`config.mk`:
```
export PLATFORM = sky130hd
export DESIGN_NAME = dac_control
export DESIGN_NICKNAME = d
export VERILOG_FILES = /design/src/rtl/dac_control.sv
export SDC_FILE = /design/constraint.sdc
export NUM_CORES = 1
export LEC_CHECK = 0
export BUFFER_PORTS_ARGS = -buffer_cell sky130_fd_sc_hd__buf_2
export CAP_MARGIN = 20
export CORE_ASPECT_RATIO = 1.1
export CORE_MARGIN = 2
export CORE_UTILIZATION = 44
export DETAILED_ROUTE_END_ITERATION = 8
export PLACE_DENSITY = 0.64
export SYNTH_ARGS = -nofsm -noshare
export SYNTH_HDL_FRONTEND = slang
export SYNTH_SLANG_ARGS = --single-unit
```
`constraint.sdc`:
```
create_clock -name clk -period 3.64 [get_ports clk]
set_input_delay 0.364 -clock clk [delete_from_list [all_inputs] [get_ports clk]]
set_output_delay 0.364 -clock clk [all_outputs]
set_load 0.05 [all_outputs]
```
`src/rtl/dac_control.sv`:
```
// dac_control: serial DAC write controller.
// Takes a 16-bit code and a 2-bit channel over valid/ready, shifts the 24-bit
// write frame {0001, 00, chan, code} MSB first on csn/sck/sdi, then pulses
// ldacn to update the DAC output.
// Optional feature macro: DAC_CLAMP_EN (clamp code to dac_max_code at transfer
// and report clamp events in dac_status[2:1]).
module dac_control #(
  parameter int HALF_PER = 2,
  parameter int LDAC_W   = 2
) (
  input  logic        clk,
  input  logic        rstn,
  input  logic        dac_wr_valid,
  output logic        dac_wr_ready,
  input  logic [1:0]  dac_wr_chan,
  input  logic [15:0] dac_wr_code,
  input  logic [15:0] dac_max_code,
  input  logic        dac_status_clear,
  output logic        dac_done,
  output logic [7:0]  dac_status,
  output logic        dac_csn,
  output logic        dac_sck,
  output logic        dac_sdi,
  output logic        dac_ldacn
);

  typedef enum logic [2:0] {
    S_IDLE, S_SETUP, S_HIGH, S_LOW, S_HOLD, S_LDAC, S_GAP
  } state_t;

  localparam logic [15:0] HP_LAST = 16'(HALF_PER - 1);
  localparam logic [15:0] LD_LAST = 16'(LDAC_W - 1);

  state_t      state_reg, state_next;
  logic [15:0] cnt_reg, cnt_next;
  logic [4:0]  bit_cnt_reg, bit_cnt_next;
  // Shift register; bit 23 drives sdi directly, so sdi is a clean register bit
  // and is zero whenever the register has been cleared outside a frame.
  logic [23:0] shreg_reg, shreg_next;
  logic        csn_reg, csn_next;
  logic        sck_reg, sck_next;
  logic        ldacn_reg, ldacn_next;
  logic        done_reg, done_next;
  logic        ready_reg, ready_next;
  logic        clamp_seen_reg, clamp_seen_next;
  logic        clamp_last_reg, clamp_last_next;

  logic        transfer;
  logic        clamp_hit;
  logic [15:0] code_eff;
  logic        phase_end;
  logic        ldac_end;

  assign transfer  = (state_reg == S_IDLE) && ready_reg && dac_wr_valid;
  assign phase_end = (cnt_reg == HP_LAST);
  assign ldac_end  = (cnt_reg == LD_LAST);

`ifdef DAC_CLAMP_EN
  assign clamp_hit = (dac_wr_code > dac_max_code);
  assign code_eff  = clamp_hit ? dac_max_code : dac_wr_code;

  // Sticky flag: a clamp event in the same cycle as clear keeps the flag set.
  always_comb begin
    clamp_seen_next = clamp_seen_reg;
    clamp_last_next = clamp_last_reg;
    if (transfer) begin
      clamp_last_next = clamp_hit;
    end
    if (transfer && clamp_hit) begin
      clamp_seen_next = 1'b1;
    end else if (dac_status_clear) begin
      clamp_seen_next = 1'b0;
    end
  end
`else
  logic unused_clamp_inputs;
  assign unused_clamp_inputs = ^{dac_max_code, dac_status_clear};
  assign clamp_hit = 1'b0;
  assign code_eff  = dac_wr_code;

  // Clamp reporting is absent in this build; flags stay cleared.
  always_comb begin
    clamp_seen_next = 1'b0;
    clamp_last_next = 1'b0;
  end
`endif

  // Next-state, phase timing, shifting and registered pin values.
  always_comb begin
    state_next   = state_reg;
    cnt_next     = cnt_reg + 16'd1;
    bit_cnt_next = bit_cnt_reg;
    shreg_next   = shreg_reg;
    case (state_reg)
      S_IDLE: begin
        cnt_next = 16'd0;
        if (transfer) begin
          state_next   = S_SETUP;
          shreg_next   = {4'b0001, 2'b00, dac_wr_chan, code_eff};
          bit_cnt_next = 5'd23;
        end
      end
      S_SETUP: begin
        if (phase_end) begin
          state_next = S_HIGH;
          cnt_next   = 16'd0;
        end
      end
      S_HIGH: begin
        if (phase_end) begin
          cnt_next = 16'd0;
          if (bit_cnt_reg == 5'd0) begin
            state_next = S_HOLD;
          end else begin
            state_next   = S_LOW;
            bit_cnt_next = bit_cnt_reg - 5'd1;
            shreg_next   = {shreg_reg[22:0], 1'b0};
          end
        end
      end
      S_LOW: begin
        if (phase_end) begin
          state_next = S_HIGH;
          cnt_next   = 16'd0;
        end
      end
      S_HOLD: begin
        if (phase_end) begin
          state_next = S_LDAC;
          cnt_next   = 16'd0;
          shreg_next = 24'd0;
        end
      end
      S_LDAC: begin
        if (ldac_end) begin
          state_next = S_GAP;
          cnt_next   = 16'd0;
        end
      end
      S_GAP: begin
        if (phase_end) begin
          state_next = S_IDLE;
          cnt_next   = 16'd0;
        end
      end
      default: begin
        state_next = S_IDLE;
        cnt_next   = 16'd0;
        shreg_next = 24'd0;
      end
    endcase

    csn_next   = !((state_next == S_SETUP) || (state_next == S_HIGH) ||
                   (state_next == S_LOW)   || (state_next == S_HOLD));
    sck_next   = (state_next == S_HIGH);
    ldacn_next = (state_next != S_LDAC);
    done_next  = (state_reg == S_GAP) && phase_end;
    // Ready comes back the cycle after the done pulse.
    ready_next = (state_next == S_IDLE) && !done_next;
  end

  // State and registered outputs; asynchronous reset returns pins to idle.
  always_ff @(posedge clk or negedge rstn) begin
    if (!rstn) begin
      state_reg      <= S_IDLE;
      cnt_reg        <= 16'd0;
      bit_cnt_reg    <= 5'd0;
      shreg_reg      <= 24'd0;
      csn_reg        <= 1'b1;
      sck_reg        <= 1'b0;
      ldacn_reg      <= 1'b1;
      done_reg       <= 1'b0;
      ready_reg      <= 1'b0;
      clamp_seen_reg <= 1'b0;
      clamp_last_reg <= 1'b0;
    end else begin
      state_reg      <= state_next;
      cnt_reg        <= cnt_next;
      bit_cnt_reg    <= bit_cnt_next;
      shreg_reg      <= shreg_next;
      csn_reg        <= csn_next;
      sck_reg        <= sck_next;
      ldacn_reg      <= ldacn_next;
      done_reg       <= done_next;
      ready_reg      <= ready_next;
      clamp_seen_reg <= clamp_seen_next;
      clamp_last_reg <= clamp_last_next;
    end
  end

  assign dac_wr_ready = ready_reg;
  assign dac_done     = done_reg;
  assign dac_csn      = csn_reg;
  assign dac_sck      = sck_reg;
  assign dac_sdi      = shreg_reg[23];
  assign dac_ldacn    = ldacn_reg;
  assign dac_status   = {5'b0, clamp_seen_reg, clamp_last_reg, (state_reg != S_IDLE)};

endmodule

```
==> flow_summary.json <==
{
  "synth-main-ff-cell": "dfrtp_1",
  "maxSlewHeadroom": 0.448,
  "worstSetupStartpoint": "cnt_reg[1]$_DFF_PN0_",
  "synth_edf_count": 0,
  "synthSimpleGateAreaFrac": 0.171,
  "die_y_um": 86.2,
  "vias": 1855,
  "viasPerCell": 5.42,
  "wl_per_cell_um": 14.5,
  "core_area_um2": 5840,
  "postLayoutCellArea_um2": 2940,
  "antenna_left": 0,
  "yosys_warnings": 0,
  "clk_pin_slew_ps": 100,
  "initial_core_util": 0.462,
  "wl_um": 4950,
  "r2r-start": "cnt_reg[1]$_DFF_PN0_",
  "worstPathArrival_ps": 2630,
  "ctsHoldBuffers": 0,
  "grt_usage": 0.153,
  "hold_class": "in -> async",
  "rsz0062_at_grt": "no",
  "cts_tree": "done",
  "row_count": 29,
  "finalClockSkew_ps": 4.79,
  "crit_fanout": 18,
  "vdd_drop_max_mv": 0.258,
  "clock_sinks": 53,
  "period_share": 0.656,
  "synth_mux_area_frac": 0.0746,
  "drc": 0,
  "clockBufferDepth": 2,
  "synth_top_family_by_area": "simple AND/OR/NAND/NOR gates",
  "placed_cell_area_um2": 2850,
  "finalSetupTns_ps": 0,
  "avgSynthCellArea_um2": 11.2,
  "num_io_pins": 52,
  "post-cts-setup-buffers": 0,
  "yosysSeqAreaShare": 0.492,
  "antenna_cells": 0,
  "dr.first_iter.drc_count": 153,
  "cap_violations": 0,
  "setup_viol": 0,
  "p_per_area_nw_per_um2": 623,
  "grt_max_degree": 32,
  "cts_made_buffers": 5,
  "fin_crit_ps": 2390,
  "worst-r2r-cell-count": 6,
  "insertion_delay_ps": 300,
  "h-tree-depth": 2,
  "die_w_um": 78.7,
  "crit_path_end_kind": "register",
  "synth_area_um2": 2700,
  "fin_nets": 306,
  "slew_violations": 0,
  "synthAdderAreaFrac": 0.0185,
  "drtPass1Iterations": 4,
  "cts_resized": 0,
  "antenna_found_initial": 0,
  "root_buffer": "clkbuf_8",
  "synth-compound-area-share": 0.139,
  "cp_data_required_time_ps": 3880,
  "worstSetupPathType": "reg -> reg",
  "tightest_slew_ps": 827,
  "grt_overflow_total": 0,
  "gp_congestion": 0.763,
  "grt_pass1_wl_um": 8270,
  "run_status": "finished, final reports clean",
  "io_buffers": 27,
  "fmaxAchievable_ghz": 0.419,
  "grt_pass1_vias": 1790,
  "synth-seq-cells": 53,
  "p_leak_nw": 1.34,
  "start_kind": "register",
  "area_growth_pct": 8.94,
  "dieArea_um2": 6780,
  "synthArstFlopShare": 1.00,
  "largest_register_ffs": 24,
  "drive_above_1_share": 0.253,
  "dp_hpwl_um": 3290,
  "synth-xor-area-share": 0.0487,
  "synthCells": 241,
  "synth_cell_type_count": 46,
  "hold_violations": 0
}
==> worst max-delay path: stages, from the launching register on <==
cell and delay [ps]:
dfrtp_1 410, inv_1 60, ha_1 140, nor4b_4 240, nand4_2 390, a221oi_4 830, a22o_1 240
==> synthesized netlist by cell type (2+ instances only) <==
library cell   n  share of area
dfrtp_1       51           0.47
a22o_1        24          0.078
nor2_1        23          0.032
mux2_2        17          0.071
xnor2_1       13          0.042
buf_4          9          0.025
inv_1          8          0.011
nand2_1        8          0.011
nand3_1        7          0.013
nor3_1         7          0.013
nor4_1         7          0.016
a21oi_1        6          0.011
clkbuf_1       5         0.0070
or3_1          5          0.012
buf_2          4         0.0074
ha_1           4          0.019
nand4_1        4         0.0093
o21ai_0        4         0.0074
nand2b_1       3         0.0070
dfstp_2        2          0.019
nor4_4         2          0.016
o31a_1         2         0.0065
o31ai_1        2         0.0056
xor2_1         2         0.0065
==> per-layer routing <==
metal  global-route usage  part of all wire
met5                    0                 0
met4               0.0478            0.0059
met3               0.0347             0.026
met2                0.248              0.49
met1                0.205              0.47
==> where the power goes <==
| part | total, mW | switching [mW] | internal [mW] |
|---|---|---|---|
| Sequential | 0.835 | 0.120 | 0.715 |
| Clock | 0.333 | 0.196 | 0.137 |
| Combinational | 0.664 | 0.378 | 0.286 |
==> layout by cell type (no fill, tap or decap), types with 2 or more instances in the layout <==
cell type / count
a21oi_1: 6
a22o_1: 24
buf_2: 27
buf_4: 2
clkbuf_8: 5
conb_1: 7
dfrtp_1: 51
dfstp_2: 2
ha_1: 4
inv_1: 8
mux2_2: 17
nand2_1: 8
nand2b_1: 3
nand3_1: 7
nand4_1: 4
nor2_1: 23
nor3_1: 7
nor4_1: 7
nor4_4: 2
o21ai_0: 4
o31a_1: 2
o31ai_1: 2
or3_1: 5
xnor2_1: 13
xor2_1: 2
==> path summary, 6_finish.rpt <==
path / end / slack, ps
min in group clk: shreg_reg[0]$_DFFE_PN0P_ / 280
min: bit_cnt_reg[4]$_DFFE_PN0P_ / 10
max reg2reg: shreg_reg[9]$_DFFE_PN0P_ / 1250
max in group asynchronous: dac_csn$_DFF_PN1_ / 2830
max: shreg_reg[9]$_DFFE_PN0P_ / 1250
min reg2reg: shreg_reg[23]$_DFFE_PN0P_ / 500
==> cells by family after synthesis <==
group                    after synthesis
multiplexers                          18
buffers and inverters                 27
adder cells (fa/ha/maj)                4
XOR/XNOR                              15
flip-flops                            53
other                                  1
AND/OR/NAND/NOR                       77
AO/OA/AOI/OAI                         46
==> layout make-up <==
type / count / area [um^2]
clock inverter: 3 / 21.3
inverter: 8 / 30.0
tap: 77 / 96.3
fill: 553 / 2900
sequential: 53 / 1330
clock buffer: 5 / 68.8
multi-input combinational: 167 / 1250
timing repair buffer: 29 / 150
==> per-stage QoR <==
stage | hold slack, ps | setup slack [ps] | power, mW | std cells | utilization
finish | 9.91 | 1250 | 1.83 | 342 | 0.504
global route | 44.8 | 1050 | 1.97 | 342 | 0.504
CTS | 23.1 | 1190 | 1.86 | 342 | 0.504
detailed placement | 364 | 1240 | 1.51 | 334 | 0.488
global placement | 357 | 1260 | 1.50 | 334 | 0.488
floorplan | 68.4 | 1810 | 1.41 | 247 | -
Power figures use the tool's default switching activity.
